## config.mk

```make
export PLATFORM = sky130hd
export DESIGN_NAME = uart_tx_sched_flat
export DESIGN_NICKNAME = d
export VERILOG_FILES = /design/src/rtl/uart_tx_sched_pkg.sv /design/src/rtl/uart_tx_sched_if.sv /design/src/rtl/uart_tx_sched_rr_arb.sv /design/src/rtl/uart_tx_sched.sv /design/src/flat_wrapper.sv
export SDC_FILE = /design/constraint.sdc
export NUM_CORES = 1
export LEC_CHECK = 0
export ABC_AREA = 1
export CAP_MARGIN = 10
export CORE_ASPECT_RATIO = 0.9
export CORE_UTILIZATION = 40
export DETAILED_ROUTE_END_ITERATION = 10
export PLACE_DENSITY = 0.67
export SLEW_MARGIN = 20
export SYNTH_ARGS = -nofsm -noshare
export SYNTH_HDL_FRONTEND = slang
export SYNTH_SLANG_ARGS = --single-unit
```

## constraint.sdc

```tcl
create_clock -name clk -period 2.6 [get_ports clk]
set_input_delay 0.26 -clock clk [delete_from_list [all_inputs] [get_ports clk]]
set_output_delay 0.26 -clock clk [all_outputs]
set_load 0.1 [all_outputs]
```

## src/rtl/uart_tx_sched_pkg.sv

```systemverilog
// Shared types, widths and helpers for the UART transmit scheduler.
package uart_tx_sched_pkg;

    localparam int unsigned BYTE_W      = 8;
    localparam int unsigned MSG_W       = 32;
    localparam int unsigned LEN_W       = 2;
    localparam int unsigned TIMEOUT_DEF = 2**20;

    typedef enum logic [1:0] {
        ST_IDLE,
        ST_SEND,
        ST_WAIT,
        ST_GAP
    } state_t;

    // Latched message: up to four bytes plus (byte count - 1)
    typedef struct packed {
        logic [MSG_W-1:0] data;
        logic [LEN_W-1:0] len;
    } msg_t;

    // Counter/index width that never collapses to zero bits
    function automatic int unsigned clog2_min1(input int unsigned n);
        return (n > 1) ? $clog2(n) : 1;
    endfunction

    // Byte 0 is the most significant byte of the message word
    function automatic logic [BYTE_W-1:0] msg_byte(input logic [MSG_W-1:0] data,
                                                   input logic [LEN_W-1:0] idx);
        logic [BYTE_W-1:0] b;
        case (idx)
            2'd0:    b = data[31:24];
            2'd1:    b = data[23:16];
            2'd2:    b = data[15:8];
            default: b = data[7:0];
        endcase
        return b;
    endfunction

endpackage

```

## src/rtl/uart_tx_sched_if.sv

```systemverilog
// Byte handshake between the scheduler and the UART transmitter.
//   trmt    : one-cycle start pulse (scheduler -> transmitter)
//   tx_data : byte to send, held until tx_done (scheduler -> transmitter)
//   tx_done : byte finished, pulse or level (transmitter -> scheduler)
interface uart_tx_sched_if;
    import uart_tx_sched_pkg::*;

    logic              trmt;
    logic [BYTE_W-1:0] tx_data;
    logic              tx_done;

    modport master (output trmt, output tx_data, input tx_done);
    modport slave  (input trmt, input tx_data, output tx_done);

endinterface

```

## src/rtl/uart_tx_sched_rr_arb.sv

```systemverilog
// Combinational round-robin picker: searches upward from last_gnt+1 with wrap.
//   req       : request vector
//   last_gnt  : index of the previous winner
//   gnt_c     : one-hot grant (all zero when no request)
//   gnt_idx_c : binary index of the grant
module rr_arb
    import uart_tx_sched_pkg::*;
#(
    parameter int unsigned NUM_REQ = 3,
    parameter int unsigned IDX_W   = clog2_min1(NUM_REQ)
) (
    input  logic [NUM_REQ-1:0] req,
    input  logic [IDX_W-1:0]   last_gnt,
    output logic [NUM_REQ-1:0] gnt_c,
    output logic [IDX_W-1:0]   gnt_idx_c
);

    // First requester found at offsets 1..NUM_REQ past the last winner
    always_comb begin : pick
        logic found;
        int   cand;
        gnt_c     = '0;
        gnt_idx_c = '0;
        found     = 1'b0;
        cand      = 0;
        for (int off = 1; off <= int'(NUM_REQ); off++) begin
            cand = int'(last_gnt) + off;
            if (cand >= int'(NUM_REQ)) begin
                cand = cand - int'(NUM_REQ);
            end
            for (int i = 0; i < int'(NUM_REQ); i++) begin
                if (!found && req[i] && (cand == i)) begin
                    found     = 1'b1;
                    gnt_c[i]  = 1'b1;
                    gnt_idx_c = IDX_W'(i);
                end
            end
        end
    end

endmodule

```

## src/rtl/uart_tx_sched.sv

```systemverilog
// Round-robin scheduler sharing one UART transmitter between message sources.
//   clk, rst_n : clock, asynchronous active-low reset
//   req        : per-requester request level, held until ack
//   msg_data   : NUM_REQ x 32-bit message words (byte 0 = bits [31:24])
//   msg_len    : NUM_REQ x (byte count - 1)
//   ack        : one-cycle pulse, message of requester i latched
//   done       : one-cycle pulse, last byte of requester i completed
//   tx         : trmt/tx_data/tx_done handshake to the UART transmitter
//   busy       : high whenever the FSM is not idle
//   tx_err     : one-cycle pulse when a byte times out
module uart_tx_sched
    import uart_tx_sched_pkg::*;
#(
    parameter int unsigned NUM_REQ = 3,
    parameter int unsigned GAP_CYC = 16,
    parameter int unsigned TIMEOUT = TIMEOUT_DEF
) (
    input  logic                     clk,
    input  logic                     rst_n,
    input  logic [NUM_REQ-1:0]       req,
    input  logic [NUM_REQ*MSG_W-1:0] msg_data,
    input  logic [NUM_REQ*LEN_W-1:0] msg_len,
    output logic [NUM_REQ-1:0]       ack,
    output logic [NUM_REQ-1:0]       done,
    uart_tx_sched_if.master          tx,
    output logic                     busy,
    output logic                     tx_err
);

    localparam int unsigned IDX_W = clog2_min1(NUM_REQ);
    localparam int unsigned TO_W  = clog2_min1(TIMEOUT);
    localparam int unsigned GAP_W = clog2_min1(GAP_CYC);
    localparam logic [TO_W-1:0]  TO_TC  = TO_W'(TIMEOUT - 1);
    localparam logic [GAP_W-1:0] GAP_TC = GAP_W'(GAP_CYC - 1);

    state_t              state_q, state_d;
    msg_t                msg_q, msg_d, req_msg;
    logic [NUM_REQ-1:0]  win_q, win_d;
    logic [IDX_W-1:0]    last_gnt_q, last_gnt_d;
    logic [LEN_W-1:0]    idx_q, idx_d;
    logic [TO_W-1:0]     to_cnt_q, to_cnt_d;
    logic [GAP_W-1:0]    gap_cnt_q, gap_cnt_d;
    logic                tx_done_q, tx_done_rise;
    logic [NUM_REQ-1:0]  ack_d, done_d;
    logic                trmt_q, trmt_d;
    logic [BYTE_W-1:0]   tx_data_q, tx_data_d;
    logic                busy_d, tx_err_d;
    logic [NUM_REQ-1:0]  gnt_c;
    logic [IDX_W-1:0]    gnt_idx_c;

    rr_arb #(
        .NUM_REQ (NUM_REQ),
        .IDX_W   (IDX_W)
    ) u_arb (
        .req       (req),
        .last_gnt  (last_gnt_q),
        .gnt_c     (gnt_c),
        .gnt_idx_c (gnt_idx_c)
    );

    // Message word and length of the current arbitration winner
    always_comb begin
        req_msg = '0;
        for (int i = 0; i < int'(NUM_REQ); i++) begin
            if (gnt_c[i]) begin
                req_msg.data = msg_data[i*MSG_W +: MSG_W];
                req_msg.len  = msg_len[i*LEN_W +: LEN_W];
            end
        end
    end

    // Only a fresh rise counts, so a level held across SEND cannot complete the next byte too
    assign tx_done_rise = tx.tx_done & ~tx_done_q;

    // Next state and registered outputs
    always_comb begin
        state_d    = state_q;
        msg_d      = msg_q;
        win_d      = win_q;
        last_gnt_d = last_gnt_q;
        idx_d      = idx_q;
        to_cnt_d   = to_cnt_q;
        gap_cnt_d  = gap_cnt_q;
        ack_d      = '0;
        done_d     = '0;
        trmt_d     = 1'b0;
        tx_data_d  = tx_data_q;
        tx_err_d   = 1'b0;

        case (state_q)
            ST_IDLE: begin
                if (|req) begin
                    msg_d      = req_msg;
                    win_d      = gnt_c;
                    last_gnt_d = gnt_idx_c;
                    idx_d      = '0;
                    to_cnt_d   = '0;
                    ack_d      = gnt_c;
                    trmt_d     = 1'b1;
                    tx_data_d  = msg_byte(req_msg.data, LEN_W'(0));
                    state_d    = ST_SEND;
                end
            end
            ST_SEND: begin
                // Timeout spans the whole byte, counted from the trmt cycle
                if (to_cnt_q != TO_TC) begin
                    to_cnt_d = to_cnt_q + TO_W'(1);
                end
                state_d = ST_WAIT;
            end
            ST_WAIT: begin
                if (tx_done_rise) begin
                    if (idx_q < msg_q.len) begin
                        idx_d     = idx_q + LEN_W'(1);
                        to_cnt_d  = '0;
                        trmt_d    = 1'b1;
                        tx_data_d = msg_byte(msg_q.data, idx_q + LEN_W'(1));
                        state_d   = ST_SEND;
                    end else begin
                        done_d    = win_q;
                        gap_cnt_d = '0;
                        state_d   = (GAP_CYC == 0) ? ST_IDLE : ST_GAP;
                    end
                end else if (to_cnt_q == TO_TC) begin
                    tx_err_d  = 1'b1;
                    gap_cnt_d = '0;
                    state_d   = (GAP_CYC == 0) ? ST_IDLE : ST_GAP;
                end else begin
                    to_cnt_d = to_cnt_q + TO_W'(1);
                end
            end
            ST_GAP: begin
                if (gap_cnt_q == GAP_TC) begin
                    state_d = ST_IDLE;
                end else begin
                    gap_cnt_d = gap_cnt_q + GAP_W'(1);
                end
            end
            default: state_d = ST_IDLE;
        endcase

        busy_d = (state_d != ST_IDLE);
    end

    // State, message latch, counters and output registers
    always_ff @(posedge clk or negedge rst_n) begin
        if (!rst_n) begin
            state_q    <= ST_IDLE;
            msg_q      <= '0;
            win_q      <= '0;
            last_gnt_q <= IDX_W'(NUM_REQ - 1);
            idx_q      <= '0;
            to_cnt_q   <= '0;
            gap_cnt_q  <= '0;
            tx_done_q  <= 1'b0;
            ack        <= '0;
            done       <= '0;
            trmt_q     <= 1'b0;
            tx_data_q  <= '0;
            busy       <= 1'b0;
            tx_err     <= 1'b0;
        end else begin
            state_q    <= state_d;
            msg_q      <= msg_d;
            win_q      <= win_d;
            last_gnt_q <= last_gnt_d;
            idx_q      <= idx_d;
            to_cnt_q   <= to_cnt_d;
            gap_cnt_q  <= gap_cnt_d;
            tx_done_q  <= tx.tx_done;
            ack        <= ack_d;
            done       <= done_d;
            trmt_q     <= trmt_d;
            tx_data_q  <= tx_data_d;
            busy       <= busy_d;
            tx_err     <= tx_err_d;
        end
    end

    assign tx.trmt    = trmt_q;
    assign tx.tx_data = tx_data_q;

endmodule

```

## src/flat_wrapper.sv

```systemverilog
// flat-port wrapper written by rule: the top's interface ports become plain ports
module uart_tx_sched_flat import uart_tx_sched_pkg::*;
#(
    parameter int unsigned NUM_REQ = 3,
    parameter int unsigned GAP_CYC = 16,
    parameter int unsigned TIMEOUT = TIMEOUT_DEF
)
  (clk, rst_n, req, msg_data, msg_len, ack, done, busy, tx_err, tx_trmt, tx_tx_data, tx_tx_done);
  uart_tx_sched_if tx_i ();
  input  logic clk;
  input  logic rst_n;
  input  logic [NUM_REQ-1:0] req;
  input  logic [NUM_REQ*MSG_W-1:0] msg_data;
  input  logic [NUM_REQ*LEN_W-1:0] msg_len;
  output logic [NUM_REQ-1:0] ack;
  output logic [NUM_REQ-1:0] done;
  output logic busy;
  output logic tx_err;
  output wire logic [$bits(tx_i.trmt)-1:0] tx_trmt;
  output wire logic [$bits(tx_i.tx_data)-1:0] tx_tx_data;
  input wire logic [$bits(tx_i.tx_done)-1:0] tx_tx_done;
  assign tx_trmt = tx_i.trmt;
  assign tx_tx_data = tx_i.tx_data;
  assign tx_i.tx_done = tx_tx_done;
  uart_tx_sched #(.NUM_REQ(NUM_REQ), .GAP_CYC(GAP_CYC), .TIMEOUT(TIMEOUT)) u_core (.clk(clk), .rst_n(rst_n), .req(req), .msg_data(msg_data), .msg_len(msg_len), .ack(ack), .done(done), .tx(tx_i), .busy(busy), .tx_err(tx_err));
endmodule
```

==> flow_summary.rst <==
.. list-table::
   :header-rows: 1

   * - Metric
     - Value
   * - Outcome
     - complete, no violations
   * - Initial core utilization
     - 0.413
   * - Placeable core region
     - 12100 µm²
   * - Hold EP
     - u_core.tx_done_q$_DFF_PN0_
   * - Buffer depth of the longest clock path
     - 2
   * - Detailed Route WL
     - 13800 µm
   * - Global-route wire length before repair
     - 23200 µm
   * - Number of instances resized during post-cts repair
     - 0
   * - H-tree depth
     - 3
   * - Data required time of the critical path
     - 2.85 ns
   * - CTS Buf Count
     - 9
   * - Overall die area
     - 13000 µm²
   * - Critical R2R Capture
     - u_core.tx.tx_data[0]$_DFFE_PN0P_
   * - Unrepaired setup endpoints after global routing
     - false
   * - Number of warnings issued by yosys
     - 0
   * - Vias per cell
     - 5.06
   * - Gpl congestion
     - 0.863
   * - Top cell type by total area after synthesis
     - dfrtp_1
   * - Async S/R FF share, synth
     - 1.00
   * - Register bit count reported by yosys
     - 85
   * - Router iterations before antenna repair
     - 5
   * - Vias in the first global route
     - 4923
   * - Register area share after synthesis
     - 0.425
   * - Synthesized cell area
     - 5000 µm²
   * - Category of the critical setup timing path
     - register to register
   * - Worst hold path depth
     - 1
   * - Area share of the largest cell type after synthesis
     - 0.420
   * - Largest delay share family, worst path
     - simple AND/OR/NAND/NOR gates
   * - DRC marker count from the first detailed-route iteration
     - 311
   * - Number of max-cap violations
     - 0
   * - Number of buffer cells added on primary ports
     - 124
   * - Worst-path clk slew
     - 0.06 ns
   * - Pwr per Cell Area
     - 1070 nW/µm²
   * - Total power draw
     - 7.21 mW
   * - Post-Route Utilization
     - 0.556
   * - Total number of vias
     - 5057
   * - Final critical-path required period
     - 2.37 ns
   * - Number of I/O pins
     - 125
   * - Worst min-delay path category
     - input pin to register
   * - Worst vdd ir
     - 0.000704 V
   * - Leading cell types by total area after synthesis
     - dfrtp_1 42%, nand2_1 22%, nand3_1 6.4%
   * - Data arrival time of the worst path
     - 2.62 ns
   * - Max-slew headroom at the worst pin
     - 0.628
   * - Depth of the worst register-to-register path
     - 13
   * - Transition time at the pin with the least slew margin
     - 0.559 ns
   * - Initial antenna violation count
     - 0
   * - DIE WIDTH
     - 120 µm
   * - Main flop type after synthesis
     - dfrtp_1
   * - Final number of hold-violating endpoints
     - 0
   * - Static leakage power
     - 3.28 nW
   * - Final setup fails
     - 0
   * - Fraction of final layout cells with drive strength greater than 1
     - 0.0857
   * - Vertical die dimension
     - 108 µm
   * - Worst setup path start
     - u_core.last_gnt_q[1]$_DFFE_PN1P_
   * - Cell with the largest stage delay on the worst path
     - dfstp_2
   * - P&R area growth vs syn
     - 34.7%
   * - Number of standard cells after synthesis
     - 711
   * - Critical hold path startpoint
     - tx_tx_done
   * - Number of sinks driven by the clock tree
     - 85
   * - Cell Rows
     - 38
   * - Final max-slew violation count
     - 0
   * - Critical R2R Launch
     - u_core.last_gnt_q[1]$_DFFE_PN1P_
   * - EDFF count, synth
     - 0
   * - Critical Path End Type
     - register
   * - Clk Latency, worst-skew pair
     - 0.33 ns
   * - Overall track demand over capacity in global routing
     - 0.223
   * - Syn Area/Cell
     - 7.04 µm²
   * - Remaining routing DRC violations
     - 0
   * - Final HPWL from detailed placement
     - 10300 µm
   * - Final critical-path share of the clock period
     - 0.912
   * - Kind of start point of the critical path
     - register
   * - Buffer type at the clock tree root
     - clkbuf_16
   * - Biggest fanout along the worst timing path
     - 34
   * - Number of buffers and inverters on the critical path
     - 3
   * - Worst Skew
     - 0.00777 ns
   * - Maximum clock frequency
     - 422 MHz
   * - Most numerous cell on the critical path
     - nand2_1
   * - Cell Chain, Critical Path
     - inv_1 > ha_1 > inv_1 > nand2_1 > nand4_1 > nor2_1 > nand4_1 > nand2_2 > buf_12 > nand2_1 > nand3_1 > nand2_1 > a21oi_1
   * - Distinct cells, synth
     - 37
   * - Maximum number of pins on one net before global-route repair
     - 44
   * - CTS tree
     - built
   * - Slowest cell delay on critical path
     - 0.53 ns
   * - Number of nets in the layout
     - 957
   * - Commonest cells in the synthesized netlist
     - 298 x nand2_1, 84 x dfrtp_1, 64 x nand3_1
   * - GR Overflow Total
     - 0
   * - Total inserted antenna cells
     - 0
   * - Fin Setup TNS
     - 0 ns
   * - Register-to-register setup slack
     - 0.23 ns
   * - Net count after synthesis
     - 833
   * - Post-detailed-route wirelength per cell
     - 13.8 µm
   * - Number of routed nets with antenna violations
     - 0
   * - Dominant cell by count in the synthesized netlist
     - nand2_1
## how the worst max path moves through the flow
stage | end | slack, ns | depth (start not counted)
final | u_core.tx.tx_data[0]$_DFFE_PN0P_ | 0.23 | 13
after global routing | u_core.tx.tx_data[2]$_DFFE_PN0P_ | 0.06 | 13
after CTS | u_core.tx.tx_data[0]$_DFFE_PN0P_ | 0.28 | 13
after detailed placement | u_core.tx.tx_data[0]$_DFFE_PN0P_ | 0.30 | 13
after global placement | u_core.tx.tx_data[2]$_DFFE_PN0P_ | 0.41 | 13
after floorplan | u_core.tx.tx_data[4]$_DFFE_PN0P_ | 0.65 | 13
## final cells by class
type / count / area, µm²
clock inverter: 6 / 71.3
tap: 160 / 200
timing repair buffer: 139 / 1360
inverter: 64 / 243
multi-input combinational: 536 / 2500
sequential: 85 / 2130
fill: 1125 / 5380
clock buffer: 10 / 239
## worst register-to-register path, stage by stage, from the launching register on
cell     delay, ns
dfstp_2       0.53
inv_1         0.06
ha_1          0.30
inv_1         0.04
nand2_1       0.14
nand4_1       0.11
nor2_1        0.21
nand4_1       0.14
nand2_2       0.12
buf_12        0.18
nand2_1       0.08
nand3_1       0.15
nand2_1       0.09
a21oi_1       0.14
## report_power, final
group          switching (mW)  total, mW  internal [mW]  leakage (nW)
clock                   0.537       1.32          0.779         0.151
combinational            2.70       3.92           1.22          2.02
sequential              0.242       1.98           1.74          1.11
## flip-flops by register name, indices dropped and copies added, names as in the netlist, 3 cells and up
signal and flops:
u_core.msg_q 34, u_core.win_q 3, u_core.ack 3, u_core.to_cnt_q 20
u_core.done 3, u_core.tx.tx_data 8, u_core.gap_cnt_q 4
## cell usage in the layout (no fill, tap or decap), types with 9 or more instances in the layout
cell | Yosys | final
nand2_1 | 298 | 298
a21oi_1 | 28 | 28
buf_4 | 4 | 28
nand3_1 | 64 | 64
clkbuf_16 | 0 | 9
nor2_1 | 41 | 40
a31oi_1 | 10 | 10
o21ai_0 | 30 | 30
ha_1 | 14 | 14
dfrtp_1 | 84 | 84
inv_1 | 60 | 60
clkdlybuf4s50_1 | 0 | 106
## routing by layer
metal,global-route usage,vias up,part of all wire
met5,0,-,0
met4,0.0643,0,0.011
met3,0.0364,16,0.055
met2,0.365,169,0.45
met1,0.305,2364,0.48
li1,-,2508,-
## through the flow
step	area, µm²	hold WS (ns)	std cells	setup WS (ns)
final	6740	0.408	1000	0.228
after global routing	6740	0.402	1000	0.0596
after CTS	6740	0.401	1000	0.276
after detailed placement	6420	0.293	983	0.295
after global placement	6420	0.282	983	0.412
after floorplan	5000	-0.0356	711	0.646
## cell families after synthesis
family / after synthesis / share of synthesized area
adders and majority gates: 14 / 0.0350
AOI/OAI and AO/OA: 82 / 0.0900
xor gates and xnor gates: 4 / 0.00700
DFF: 85 / 0.425
buffers and inverters: 90 / 0.0758
and+or+nand+nor: 436 / 0.367
## timing repair
action	CTS	global route
setup buffers	0	0
hold endpoints to repair	42	0
hold buffers	1	0
Note: power is estimated with default switching activity, not from simulation.
